<file path="src/rtl/ex_muldiv_pkg.sv">
// Shared definitions for the execute-stage multiply/divide unit:
// operation codes, FSM state encoding and the default operand width.
package ex_muldiv_pkg;

  localparam int MD_WIDTH = 32;

  localparam logic [1:0] MD_MULT  = 2'b00;
  localparam logic [1:0] MD_MULTU = 2'b01;
  localparam logic [1:0] MD_DIV   = 2'b10;
  localparam logic [1:0] MD_DIVU  = 2'b11;

  typedef enum logic [2:0] {
    MD_IDLE = 3'd0,
    MD_MUL  = 3'd1,
    MD_DIV_ST = 3'd2,
    MD_FIX  = 3'd3,
    MD_DONE = 3'd4
  } md_state_t;

endpackage

</file>
<file path="src/rtl/ex_muldiv_divstep.sv">
// One radix-2 restoring division step on unsigned magnitudes:
// shift {rem, quo} left, trial-subtract the divisor, keep on no borrow.
module ex_muldiv_divstep #(
  parameter int WIDTH = 32
) (
  input  logic [WIDTH-1:0] i_rem,
  input  logic [WIDTH-1:0] i_quo,
  input  logic [WIDTH-1:0] i_dvs,
  output logic [WIDTH-1:0] o_rem,
  output logic [WIDTH-1:0] o_quo
);

  logic [WIDTH:0] w_shift;
  logic [WIDTH:0] w_trial;

  // rem < dvs on entry, so the shifted value fits in WIDTH+1 bits and the
  // top bit of the trial difference is exactly the borrow.
  assign w_shift = {i_rem, i_quo[WIDTH-1]};
  assign w_trial = w_shift - {1'b0, i_dvs};

  assign o_rem = w_trial[WIDTH] ? w_shift[WIDTH-1:0] : w_trial[WIDTH-1:0];
  assign o_quo = {i_quo[WIDTH-2:0], ~w_trial[WIDTH]};

endmodule

</file>
<file path="src/rtl/ex_muldiv.sv">
// Multi-cycle multiply/divide unit: pipelined multiply, iterative restoring
// divide, {hi, lo} result with a ready pulse. Optional: MULDIV_EARLY_OUT_EN.
module ex_muldiv
  import ex_muldiv_pkg::*;
#(
  parameter int WIDTH      = MD_WIDTH,
  parameter int MUL_STAGES = 2,
  parameter int CNT_W      = 6
) (
  input  logic             clk,
  input  logic             rst,
  input  logic             flush_i,
  input  logic             start_i,
  input  logic [1:0]       op_i,
  input  logic [WIDTH-1:0] opa_i,
  input  logic [WIDTH-1:0] opb_i,
  output logic             busy_o,
  output logic             ready_o,
  output logic [WIDTH-1:0] hi_o,
  output logic [WIDTH-1:0] lo_o,
  output logic             stallreq_o,
  output logic             dbz_o
);

  md_state_t r_state, w_state_next;

  logic [CNT_W-1:0] r_cnt;
  logic             r_signed;
  logic             r_sign_a;
  logic             r_sign_b;
  logic             r_dbz;
  logic [WIDTH-1:0] r_opa;
  logic [WIDTH-1:0] r_opb;
  logic [WIDTH-1:0] r_rem;
  logic [WIDTH-1:0] r_quo;
  logic [WIDTH-1:0] r_dvs;
  logic [WIDTH-1:0] r_hi;
  logic [WIDTH-1:0] r_lo;

  // Issue-side decode of the incoming request.
  logic             w_start;
  logic             w_is_div;
  logic             w_is_signed;
  logic             w_a_neg;
  logic             w_b_neg;
  logic [WIDTH-1:0] w_a_mag;
  logic [WIDTH-1:0] w_b_mag;
  logic             w_b_zero;
  logic             w_early;

  assign w_start     = start_i & ~flush_i;
  assign w_is_div    = op_i[1];
  assign w_is_signed = ~op_i[0];
  assign w_a_neg     = w_is_signed & opa_i[WIDTH-1];
  assign w_b_neg     = w_is_signed & opb_i[WIDTH-1];
  assign w_a_mag     = w_a_neg ? (~opa_i + 1'b1) : opa_i;
  assign w_b_mag     = w_b_neg ? (~opb_i + 1'b1) : opb_i;
  assign w_b_zero    = (opb_i == '0);

`ifdef MULDIV_EARLY_OUT_EN
  // A zero divisor never satisfies this, so it cannot mask divide-by-zero.
  assign w_early = (w_b_mag > w_a_mag);
`else
  assign w_early = 1'b0;
`endif

  // Multiplier: sign-extend both operands to 2*WIDTH so one unsigned
  // multiply yields the correct low 2*WIDTH bits for MULT and MULTU.
  logic [2*WIDTH-1:0] w_a_ext;
  logic [2*WIDTH-1:0] w_b_ext;
  logic [2*WIDTH-1:0] w_prod;
  logic [2*WIDTH-1:0] w_mul_tail;

  assign w_a_ext = {{WIDTH{r_signed & r_opa[WIDTH-1]}}, r_opa};
  assign w_b_ext = {{WIDTH{r_signed & r_opb[WIDTH-1]}}, r_opb};
  assign w_prod  = w_a_ext * w_b_ext;

  // The hi/lo result register is the last multiply stage.
  generate
    if (MUL_STAGES == 1) begin : g_mul_direct
      assign w_mul_tail = w_prod;
    end else begin : g_mul_pipe
      logic [2*WIDTH-1:0] r_pipe [MUL_STAGES-1];
      for (genvar gi = 0; gi < MUL_STAGES-1; gi++) begin : g_stage
        if (gi == 0) begin : g_first
          always_ff @(posedge clk) r_pipe[gi] <= w_prod;
        end else begin : g_next
          always_ff @(posedge clk) r_pipe[gi] <= r_pipe[gi-1];
        end
      end
      assign w_mul_tail = r_pipe[MUL_STAGES-2];
    end
  endgenerate

  logic [WIDTH-1:0] w_step_rem;
  logic [WIDTH-1:0] w_step_quo;

  ex_muldiv_divstep #(.WIDTH(WIDTH)) u_divstep (
    .i_rem (r_rem),
    .i_quo (r_quo),
    .i_dvs (r_dvs),
    .o_rem (w_step_rem),
    .o_quo (w_step_quo)
  );

  logic [WIDTH-1:0] w_fix_quo;
  logic [WIDTH-1:0] w_fix_rem;

  assign w_fix_quo = (r_signed & (r_sign_a ^ r_sign_b)) ? (~r_quo + 1'b1) : r_quo;
  assign w_fix_rem = (r_signed & r_sign_a) ? (~r_rem + 1'b1) : r_rem;

  always_ff @(posedge clk) begin
    if (rst) r_state <= MD_IDLE;
    else     r_state <= w_state_next;
  end

  always_comb begin
    w_state_next = r_state;
    busy_o       = (r_state != MD_IDLE);
    ready_o      = 1'b0;
    stallreq_o   = 1'b0;
    dbz_o        = 1'b0;
    case (r_state)
      MD_IDLE: begin
        stallreq_o = w_start;
        if (w_start) begin
          if (!w_is_div)              w_state_next = MD_MUL;
          else if (w_b_zero || w_early) w_state_next = MD_DONE;
          else                        w_state_next = MD_DIV_ST;
        end
      end
      MD_MUL: begin
        stallreq_o = 1'b1;
        if (r_cnt == '0) w_state_next = MD_DONE;
      end
      MD_DIV_ST: begin
        stallreq_o = 1'b1;
        if (r_cnt == '0) w_state_next = MD_FIX;
      end
      MD_FIX: begin
        stallreq_o   = 1'b1;
        w_state_next = MD_DONE;
      end
      MD_DONE: begin
        ready_o      = 1'b1;
        dbz_o        = r_dbz;
        w_state_next = MD_IDLE;
      end
      default: w_state_next = MD_IDLE;
    endcase
    if (flush_i) w_state_next = MD_IDLE;
  end

  // Result registers only load on a transition into DONE, so a flush
  // (which forces IDLE) leaves the previous hi/lo visible.
  always_ff @(posedge clk) begin
    if (rst) begin
      r_cnt <= '0;
      r_hi  <= '0;
      r_lo  <= '0;
      r_dbz <= 1'b0;
    end else begin
      case (r_state)
        MD_IDLE: begin
          if (w_start) begin
            r_signed <= w_is_signed;
            r_sign_a <= w_a_neg;
            r_sign_b <= w_b_neg;
            r_opa    <= opa_i;
            r_opb    <= opb_i;
            r_rem    <= '0;
            r_quo    <= w_a_mag;
            r_dvs    <= w_b_mag;
            r_dbz    <= w_is_div & w_b_zero;
            r_cnt    <= w_is_div ? CNT_W'(WIDTH-1) : CNT_W'(MUL_STAGES-1);
            if (w_state_next == MD_DONE) begin
              r_hi <= opa_i;
              r_lo <= w_b_zero ? '1 : '0;
            end
          end
        end
        MD_MUL: begin
          r_cnt <= r_cnt - 1'b1;
          if (w_state_next == MD_DONE) {r_hi, r_lo} <= w_mul_tail;
        end
        MD_DIV_ST: begin
          r_cnt <= r_cnt - 1'b1;
          r_rem <= w_step_rem;
          r_quo <= w_step_quo;
        end
        MD_FIX: begin
          if (w_state_next == MD_DONE) begin
            r_hi <= w_fix_rem;
            r_lo <= w_fix_quo;
          end
        end
        default: ;
      endcase
    end
  end

  assign hi_o = r_hi;
  assign lo_o = r_lo;

endmodule
</file>
<file path="config.mk">
export PLATFORM = sky130hd
export DESIGN_NAME = ex_muldiv
export DESIGN_NICKNAME = d
export VERILOG_FILES = /design/src/rtl/ex_muldiv_pkg.sv /design/src/rtl/ex_muldiv_divstep.sv /design/src/rtl/ex_muldiv.sv
export SDC_FILE = /design/constraint.sdc
export NUM_CORES = 2
export LEC_CHECK = 0
export ABC_CLOCK_PERIOD_IN_PS = 12100
export BUFFER_PORTS_ARGS = -buffer_cell sky130_fd_sc_hd__buf_2
export CAP_MARGIN = 20
export CELL_PAD_IN_SITES_DETAIL_PLACEMENT = 0
export CELL_PAD_IN_SITES_GLOBAL_PLACEMENT = 2
export CORE_MARGIN = 8
export CORE_UTILIZATION = 42
export CTS_CLUSTER_DIAMETER = 30
export CTS_CLUSTER_SIZE = 28
export DETAILED_ROUTE_END_ITERATION = 6
export PLACE_DENSITY_LB_ADDON = 0.1
export REMOVE_ABC_BUFFERS = 1
export SLEW_MARGIN = 0
export SYNTH_ARGS = -nofsm -noshare
export SYNTH_HDL_FRONTEND = slang
export SYNTH_SLANG_ARGS = --single-unit
</file>
<file path="constraint.sdc">
create_clock -name clk -period 12.1 [get_ports clk]
set_clock_uncertainty 0.2 [all_clocks]
set_input_delay 1.815 -clock clk [delete_from_list [all_inputs] [get_ports clk]]
set_output_delay 1.815 -clock clk [all_outputs]
set_load 0.02 [all_outputs]
</file>
==> flow_summary.toml <==
[worst_hold_path]
hp-class = "flop to flop"
min_from = "r_dbz"

[floorplan]
core_region_area_um2 = 125000
rows = 130
die_h_um = 370
boundaryPins = 138
start_util_pct = 42.1
die_area_um2 = 137000
die_x_um = 370

[synth]
syn_avg_cell_area_um2 = 9.31
seq_area_frac_synth_pct = 14.5
synth_cells = 5655
yosys.area.top_type = "fa_1"
netlist_area_um2 = 52600
synth_edf_count = 162
synth.most_common_cell = "inv_1"
ys_ff_latch = 300
synthDistinctLibCells = 68
synth_top_area_share_pct = 42.8
ys_top_cells_by_area = "fa_1 (43%), edfxtp_1 (9.2%), inv_1 (8.2%)"
synthArstFlopShare_pct = 0
synth-warning-count = 0
ys.flop_type = "edfxtp_1"
synthTopCellsByCount = "inv_1 (1148), fa_1 (1126), nand2_1 (805)"

[drt]
drtIter0Drc = 2313
vias_per_cell = 5.17
ant_nets = 0
wl_per_cell_um = 21.8
remaining_drc_errors = 0
wl_met1_um = 70700
wl_met2_um = 79600
vias = 38100
top_layer_used = "met4"
dr.pass1.iters = 5
dr_wl_met3_um = 5530
wl_um = 160000

[timing]
rsz0062_at_grt = "no"
timing.fmax_ghz = 0.104
slew_violations = 0
finalWorstPathRequiredPeriod_ns = 9.66
min_period_over_period_pct = 79.8
fin_ws_ns = 2.44
final-hold-violation-count = 0
tightestPinTransition_ns = 1.02
relSlewSlack_pct = 32.0
setup_viol = 0
tns_ns = 0

[global_route]
grt_start_max_net_pins = 74
grt_pass1_vias = 40900
grt_overflow = 0
grtUsageTotal_pct = 23.8
grt_pass1_wl_um = 251000
antenna_found_initial = 21

[clocking]
cts_buffers = 66
cts_resized = 0
postCtsHoldBufs = 0
cts_buffer_depth = 3
post_cts_buffers = 0
htree_levels = 3
cts-root-buf = "clkbuf_16"
clkSinkCount = 300
clk_latency_ns = 0.62
clkTransAtPathRegs_ns = 0.06
cts_tree = "yes"

[finish]
nets = 7094
area_delta_synth_final_pct = 8.79
drive_above_1_share_pct = 6.56
layout.cells.non_filler = 7362

[worst_setup_path]
crit_start = "r_signed"
critical_path_class = "flop to flop"
path_max_fanout = 24
r2r-start = "r_signed"
crit_arrival_ns = 10.01
crit_path_end_kind = "flop"
cp-start-kind = "flop"
required_ns = 12.45

[place]
gp_congestion = 0.845
dp_hpwl_um = 126000
pre_cts_ws_ns = 2.35
place_inst = 7230
io_buffers = 137

[outcome]
outcome = "complete, no violations"

[run]
maxCapViolCount = 0
==> stage by stage <==
stage	hold slack [ns]	utilization, %	area (µm²)
final	0.263	45.8	57200
after global routing	0.283	45.8	57200
after CTS	0.258	45.8	57200
after detailed placement	0.252	43.9	54900
after global placement	0.247	43.9	54900
after floorplan	0.226	-	51400
==> placed cells by master (no fill, tap or decap), types with 41 or more instances in the layout <==
cell	instances
a211oi_1	101
nor2_1	276
nand2_1	805
clkbuf_16	69
a21o_1	52
buf_4	84
fa_1	1126
edfxtp_1	162
xnor2_1	130
o21ai_0	101
a21oi_1	218
and2_1	363
nor3_1	41
ha_1	250
xor2_1	85
dfxtp_1	137
buf_2	137
inv_1	1148
==> cell type report <==
cell class	count	area (µm²)
clock buffers	82	1830
clock inverters	40	513
repair buffers	221	1320
fillers	12300	67700
inverters	1148	4310
flip-flops and latches	300	7630
diodes	10	25.0
multi-input cells	3911	39600
well taps	1650	2060
==> worst max-delay path, cell delays in order (launching register included) <==
cell and delay [ns]:
edfxtp_1 0.32, buf_4 0.32, and2_0 0.80, nand2_1 0.21
inv_1 0.17, fa_1 0.49, fa_1 0.57, fa_1 0.64
inv_1 0.31, fa_1 1.04, inv_1 0.30, fa_1 0.54
fa_1 0.55, inv_1 0.05, fa_1 0.45, fa_1 0.49
inv_1 0.04, ha_1 0.39, nand2_1 0.11, nand2_1 0.08
a21o_1 0.18, a21oi_1 0.17, nor2b_1 0.06, o21ai_0 0.14
a21oi_1 0.08, or3_1 0.34, o41ai_1 0.40, xnor2_1 0.17
==> worst paths after layout <==
check | slack, ns | cells past startpoint | end
worst min register to register | 0.26 | 2 | r_dbz
worst max-delay path | 2.44 | 27 | g_mul_pipe.r_pipe[0][62]
worst max register to register | 2.44 | 27 | g_mul_pipe.r_pipe[0][62]
worst min-delay path | 0.26 | 2 | r_dbz
==> cell families after synthesis <==
family	synth area share, %
mux	0.559
compound gates	7.46
xor+xnor	3.58
fa+ha+maj	48.8
buf+inv	10.4
flops	14.5
simple gates	14.7
==> routing by layer <==
metal | track usage (%) | vias to the layer above
met2 | 41.0 | 793
met1 | 32.5 | 19900
met5 | 0 | -
met4 | 5.92 | 0
li1 | - | 17200
met3 | 2.16 | 211
==> state kept, by name, summed over array words and instances, names as in the netlist <==
name,flops
r_sign_a,1
r_sign_b,1
lo_o,32
r_quo,32
r_opa,32
hi_o,32
r_state,3
r_opb,32
r_signed,1
r_cnt,6
r_dvs,31
r_dbz,1
r_rem,32
g_mul_pipe.r_pipe,64
Power is left out: the tool's default activity adds up to more than one toggle a clock period on the data nets, which glitch-free logic cannot reach.
